--- src/rtl/cpu_run_ctrl.sv ---
// cpu_run_ctrl -- execution controller between the serial debug unit and
// the pipelined CPU. Debug commands (stop, step N, run, run-to-breakpoint)
// become a per-cycle CPU clock enable. The block also keeps a small PC
// breakpoint table and counts executed CPU cycles.
//
// Optional build macro: RUN_TIMEOUT_EN. When defined, RUN and RUN_BP stop
// after TIMEOUT enable pulses with halt_reason 3. When undefined, there is
// no timeout counter.
//
// Ports:
//   clk          system clock; all logic on the rising edge
//   rst          synchronous, active-high reset
//   cmd_valid    command present this cycle; always accepted (no ready)
//   cmd_op       0 NOP, 1 STOP, 2 STEP, 3 RUN, 4 RUN_BP, 5 SET_BP,
//                6 CLR_BP, 7 CLR_ALL
//   cmd_arg      STEP cycle count / SET_BP breakpoint PC
//   bp_sel       breakpoint entry index for SET_BP / CLR_BP
//   pc           CPU IF-stage pc; updates the cycle after each enable pulse
//   cpu_clk_en   CPU advances one cycle when high (combinational)
//   halted       high while idle
//   halt_reason  0 step done, 1 stop, 2 breakpoint, 3 timeout
//   cycle_cnt    total cpu_clk_en pulses since reset (wraps)
//   cmd_err      one-cycle pulse the cycle after a command is rejected
//   dbg_state    current FSM state (0 IDLE, 1 STEP, 2 RUN, 3 RUN_BP)
//
// Command handshake: valid-only. A command is taken in every cycle where
// cmd_valid is high; there is no ready, so the debug unit must not hold a
// command for more than one cycle unless it means to issue it again.
module cpu_run_ctrl #(
    parameter int NUM_BP  = 4,
    parameter int TIMEOUT = 1000000,
    localparam int SEL_W  = $clog2(NUM_BP)
) (
    input  logic             clk,
    input  logic             rst,
    input  logic             cmd_valid,
    input  logic [2:0]       cmd_op,
    input  logic [31:0]      cmd_arg,
    input  logic [SEL_W-1:0] bp_sel,
    input  logic [31:0]      pc,
    output logic             cpu_clk_en,
    output logic             halted,
    output logic [1:0]       halt_reason,
    output logic [31:0]      cycle_cnt,
    output logic             cmd_err,
    output logic [1:0]       dbg_state
);

    typedef enum logic [1:0] {
        S_IDLE   = 2'd0,
        S_STEP   = 2'd1,
        S_RUN    = 2'd2,
        S_RUN_BP = 2'd3
    } state_t;

    localparam logic [2:0] OP_NOP     = 3'd0;
    localparam logic [2:0] OP_STOP    = 3'd1;
    localparam logic [2:0] OP_STEP    = 3'd2;
    localparam logic [2:0] OP_RUN     = 3'd3;
    localparam logic [2:0] OP_RUN_BP  = 3'd4;
    localparam logic [2:0] OP_SET_BP  = 3'd5;
    localparam logic [2:0] OP_CLR_BP  = 3'd6;
    localparam logic [2:0] OP_CLR_ALL = 3'd7;

    state_t      state, state_n;
    logic [1:0]  reason_n;
    logic [31:0] step_cnt, step_n;
    logic        first_cyc, first_n;
    logic        err_n;
    logic        stop_acc, bp_match, bp_hit, idle_cmd;

    logic [NUM_BP-1:0] bp_valid;
    logic [31:0]       bp_pc [NUM_BP];

`ifdef RUN_TIMEOUT_EN
    localparam logic [31:0] TMO_LAST = 32'(TIMEOUT - 1);
    logic [31:0] tmo_cnt, tmo_n;
`endif

    // ------------------------------------------------------------------
    // Next-state / output logic
    // ------------------------------------------------------------------
    always_comb begin
        state_n  = state;
        reason_n = halt_reason;
        step_n   = step_cnt;
        first_n  = 1'b0;
        err_n    = 1'b0;
        bp_match = 1'b0;
`ifdef RUN_TIMEOUT_EN
        tmo_n    = tmo_cnt;
`endif

        for (int i = 0; i < NUM_BP; i++) begin
            if (bp_valid[i] && (bp_pc[i] == pc)) bp_match = 1'b1;
        end

        stop_acc = cmd_valid && (cmd_op == OP_STOP);
        idle_cmd = cmd_valid && (state == S_IDLE);
        // The first RUN_BP cycle ignores the table so a run can resume
        // from the PC it last stopped on.
        bp_hit   = (state == S_RUN_BP) && !first_cyc && bp_match;
        cpu_clk_en = (state != S_IDLE) && !stop_acc && !bp_hit && !rst;

        if (state == S_IDLE) begin
            if (cmd_valid) begin
                case (cmd_op)
                    OP_STEP: begin
                        state_n = S_STEP;
                        step_n  = (cmd_arg == 32'd0) ? 32'd1 : cmd_arg;
                    end
                    OP_RUN: begin
                        state_n = S_RUN;
`ifdef RUN_TIMEOUT_EN
                        tmo_n   = 32'd0;
`endif
                    end
                    OP_RUN_BP: begin
                        state_n = S_RUN_BP;
                        first_n = 1'b1;
`ifdef RUN_TIMEOUT_EN
                        tmo_n   = 32'd0;
`endif
                    end
                    default: ;
                endcase
            end
        end else begin
            err_n = cmd_valid && (cmd_op != OP_NOP) && (cmd_op != OP_STOP);
            if (stop_acc) begin
                // STOP wins even on the last STEP pulse.
                state_n  = S_IDLE;
                reason_n = 2'd1;
            end else if (bp_hit) begin
                state_n  = S_IDLE;
                reason_n = 2'd2;
            end else if (state == S_STEP) begin
                step_n = step_cnt - 32'd1;
                if (step_cnt == 32'd1) begin
                    state_n  = S_IDLE;
                    reason_n = 2'd0;
                end
            end else begin
`ifdef RUN_TIMEOUT_EN
                // A pulse is issued this cycle; this is pulse tmo_cnt+1.
                tmo_n = tmo_cnt + 32'd1;
                if (tmo_cnt == TMO_LAST) begin
                    state_n  = S_IDLE;
                    reason_n = 2'd3;
                end
`endif
            end
        end
    end

    // ------------------------------------------------------------------
    // State and counter registers
    // ------------------------------------------------------------------
    always_ff @(posedge clk) begin
        if (rst) begin
            state       <= S_IDLE;
            halt_reason <= 2'd0;
            step_cnt    <= 32'd0;
            first_cyc   <= 1'b0;
            cmd_err     <= 1'b0;
            cycle_cnt   <= 32'd0;
`ifdef RUN_TIMEOUT_EN
            tmo_cnt     <= 32'd0;
`endif
        end else begin
            state       <= state_n;
            halt_reason <= reason_n;
            step_cnt    <= step_n;
            first_cyc   <= first_n;
            cmd_err     <= err_n;
            if (cpu_clk_en) cycle_cnt <= cycle_cnt + 32'd1;
`ifdef RUN_TIMEOUT_EN
            tmo_cnt     <= tmo_n;
`endif
        end
    end

    // Breakpoint table; only edited while idle.
    always_ff @(posedge clk) begin
        if (rst) begin
            bp_valid <= '0;
            for (int i = 0; i < NUM_BP; i++) bp_pc[i] <= 32'd0;
        end else if (idle_cmd) begin
            case (cmd_op)
                OP_SET_BP: begin
                    bp_valid[bp_sel] <= 1'b1;
                    bp_pc[bp_sel]    <= cmd_arg;
                end
                OP_CLR_BP:  bp_valid[bp_sel] <= 1'b0;
                OP_CLR_ALL: bp_valid <= '0;
                default: ;
            endcase
        end
    end

    assign halted    = (state == S_IDLE);
    assign dbg_state = state;

endmodule
--- config.mk ---
export PLATFORM = sky130hd
export DESIGN_NAME = cpu_run_ctrl
export DESIGN_NICKNAME = d
export VERILOG_FILES = /design/src/rtl/cpu_run_ctrl.sv
export SDC_FILE = /design/constraint.sdc
export NUM_CORES = 1
export LEC_CHECK = 0
export CAP_MARGIN = 5
export CORE_MARGIN = 2
export CORE_UTILIZATION = 50
export CTS_CLUSTER_SIZE = 24
export DETAILED_ROUTE_END_ITERATION = 12
export GPL_TIMING_DRIVEN = 1
export HOLD_SLACK_MARGIN = 0.12
export PLACE_DENSITY_LB_ADDON = 0.15
export SLEW_MARGIN = 0
export SYNTH_ARGS = -nofsm -noshare
export SYNTH_HDL_FRONTEND = slang
export SYNTH_SLANG_ARGS = --single-unit
--- constraint.sdc ---
create_clock -name clk -period 2.4 [get_ports clk]
set_clock_uncertainty 0.15 [all_clocks]
set_input_delay 0.36 -clock clk [delete_from_list [all_inputs] [get_ports clk]]
set_output_delay 0.36 -clock clk [all_outputs]
set_load 0.1 [all_outputs]
==> results.sh <==
export IMPL_drc_errors=0
export IMPL_critPathMaxFanout=4
export IMPL_hpwlAfterDp_mm=22.6
export IMPL_ys_ff_latch=202
export IMPL_synth_cell_types=75
export IMPL_leakagePower_nw=5.62
export IMPL_synthFlopType="edfxtp_1"
export IMPL_area_delta_synth_final_pct=34.7
export IMPL_switching_share_pct=26.7
export IMPL_dr_pass1_iters=5
export IMPL_ir_worst_vdd_mv=0.456
export IMPL_netlist_area_um2=10500
export IMPL_async_flop_share_pct=0
export IMPL_final_common_cell="buf_4"
export IMPL_power_density_nw_per_um2=633
export IMPL_min_path_type="reg -> reg"
export IMPL_cts_tree="done"
export IMPL_power_mw=8.97
export IMPL_switchingPower_mw=2.39
export IMPL_hold_slack_ns=0.332
export IMPL_finalWeightedCongestion=0.937
export IMPL_overflow=0
export IMPL_path_class="in -> out"
export IMPL_rsz0062_at_grt="true"
export IMPL_wl_mm=31.9
export IMPL_status="finished, violations left"
export IMPL_pre_cts_ws_ns=-0.798
export IMPL_failed_checks="setup timing"
export IMPL_seq_area_frac_synth_pct=50.6
export IMPL_synth_fp_nets=1130
export IMPL_io_buffers=110
export IMPL_clockPowerShare_pct=38.1
export IMPL_arrival_ns=2.46
export IMPL_cts_root_buf="clkbuf_16"
export IMPL_io_pins=111
export IMPL_clkSlewWorstSetupHoldPaths_ns=0.06
export IMPL_die_y_um=149
export IMPL_max_cap_viol_count=0
export IMPL_nNetsFinal=1349
export IMPL_layout_drive_gt1_share_pct=26.2
export IMPL_die_area_um2=22200
export IMPL_insertedDiodeCount=0
export IMPL_p_int_mw=6.58
export IMPL_worst_slack_ns=-0.573
export IMPL_slew_headroom_pct=65.5
export IMPL_setup_violations=30
export IMPL_cts_buffers=22
export IMPL_finalCritPeriodShare_pct=124
export IMPL_fp_row_count=53
export IMPL_drt_iter0_markers=949
export IMPL_required_ns=1.89
export IMPL_syn_avg_cell_area_um2=9.98
export IMPL_report_final_slew_viol_count=0
export IMPL_yosysWarningCount=0
export IMPL_fin_crit_ns=2.97
export IMPL_critPathCaptureType="output port"
export IMPL_finalHoldViolCount=0
export IMPL_clock_sinks=202
export IMPL_htree_levels=1
export IMPL_setup_tns_ns=-7.02
export IMPL_insertion_delay_ns=0.50
export IMPL_grt_pass1_vias=8449
export IMPL_wl_per_cell_um=20.4
export IMPL_grt_max_degree=46
export IMPL_vias=8976
export IMPL_initial_core_util_pct=50.6
export IMPL_seq_power_share_pct=43.7
export IMPL_grt_pass1_wl_mm=48.0
export IMPL_worst_slew_pin_slew_ns=0.512
export IMPL_cts_max_path_buffers=3
export IMPL_synth_edf_count=128
export IMPL_worstSetupStartpointType="input port"
export IMPL_combPwrFrac_pct=18.2
export IMPL_syn_inst=1055
export IMPL_coreArea_um2=20800
export IMPL_viasPerCell=5.74
export IMPL_layout_common_cells="buf_4, edfxtp_1, nor2_1"
export IMPL_antenna_found_initial=1
export IMPL_dieWidth_um=149
export IMPL_ant_nets=0
export IMPL_clock_fmax_ghz=0.336
export IMPL_track_usage_pct=28.4
## worst max-delay path, stage by stage
cell             delay, ns
clkdlybuf4s50_1       0.65
xnor2_2               0.17
nand4_1               0.16
nor4_2                0.34
nand3_2               0.13
and4_4                0.25
o21ai_4               0.17
nor2_4                0.06
buf_12                0.17
## through the flow
stage               utilization [%]  cells  area, um2
floorplan                         -   1055      10600
global placement               62.1   1515      12900
detailed placement             62.1   1515      12900
CTS                            66.5   1557      13800
global route                   68.1   1564      14200
finish                         68.1   1564      14200
## repair_timing
| item | CTS | global route |
|---|---|---|
| setup buffers | 2 | 11 |
| gates resized for setup | 48 | 56 |
| hold buffers | 1 | 0 |
| setup endpoints to repair | 35 | 37 |
| pin swaps | 14 | 23 |
| cloned | 0 | 0 |
| endpoints found under the hold margin | 1 | 0 |
## per-layer routing
metal | track usage [%] | vias to the layer above | share of wire, %
li1 | - | 4242 | -
met2 | 46.3 | 391 | 48
met4 | 9.71 | 0 | 3.3
met1 | 38.6 | 4283 | 41
met5 | 0 | - | 0
met3 | 4.77 | 60 | 8.1
## state kept, by name, indices dropped and copies added, names as in the netlist
| register | count |
|---|---|
| first_cyc | 1 |
| bp_valid | 4 |
| halt_reason | 2 |
| cmd_err | 1 |
| dbg_state | 2 |
| step_cnt | 32 |
| cycle_cnt | 32 |
| bp_pc | 128 |
## cells by family (layout without fill, tap and decap cells)
group                      after synthesis  after routing  share of synthesized area [%]
and+or+nand+nor                        448            448                           23.2
adders and majority gates                3              3                          0.357
DFF                                    202            202                           50.6
muxes                                   12             12                           1.26
AOI/OAI and AO/OA                      167            167                           10.0
buffers and inverters                   92            326                           3.73
xor gates and xnor gates               131            131                           10.9
## final cells by class
type / instances / area (um2)
repair buffers: 261 / 2400
fillers: 1644 / 6640
multi-input cells: 761 / 5240
well taps: 275 / 344
inverters: 26 / 100
clock buffers: 27 / 591
clock inverters: 12 / 126
flip-flops and latches: 202 / 5380
## cells in the mapped netlist (24+ instances only)
master | number | area (um2)
edfxtp_1 | 128 | 3840
xnor2_1 | 113 | 990
nor2_1 | 111 | 417
dfxtp_1 | 74 | 1480
and3_1 | 71 | 444
nand2_1 | 68 | 255
a21oi_1 | 54 | 270
nand4_1 | 41 | 257
clkbuf_1 | 34 | 128
o21ai_0 | 34 | 170
buf_2 | 27 | 135
and2_1 | 24 | 150
## power by group through the flow
stage,Combinational [mW],Clock [mW],Sequential [mW]
final,1.63,3.42,3.92
after floorplan,0.811,0,4.00
after global placement,1.52,0,3.97
after global routing,1.76,3.60,3.93
after detailed placement,1.54,0,3.98
after CTS,1.57,3.45,3.91
## final timing paths
check	from	to	slack (ns)	cells past startpoint
hold / removal	step_cnt[21]	step_cnt[21]	0.33	2
setup / recovery	pc[6]	cpu_clk_en	-0.57	9
setup reg to reg	bp_pc[1][29]	cycle_cnt[16]	-0.51	16
hold reg to reg	step_cnt[21]	step_cnt[21]	0.33	2
Note: power is estimated with default switching activity, not from simulation.
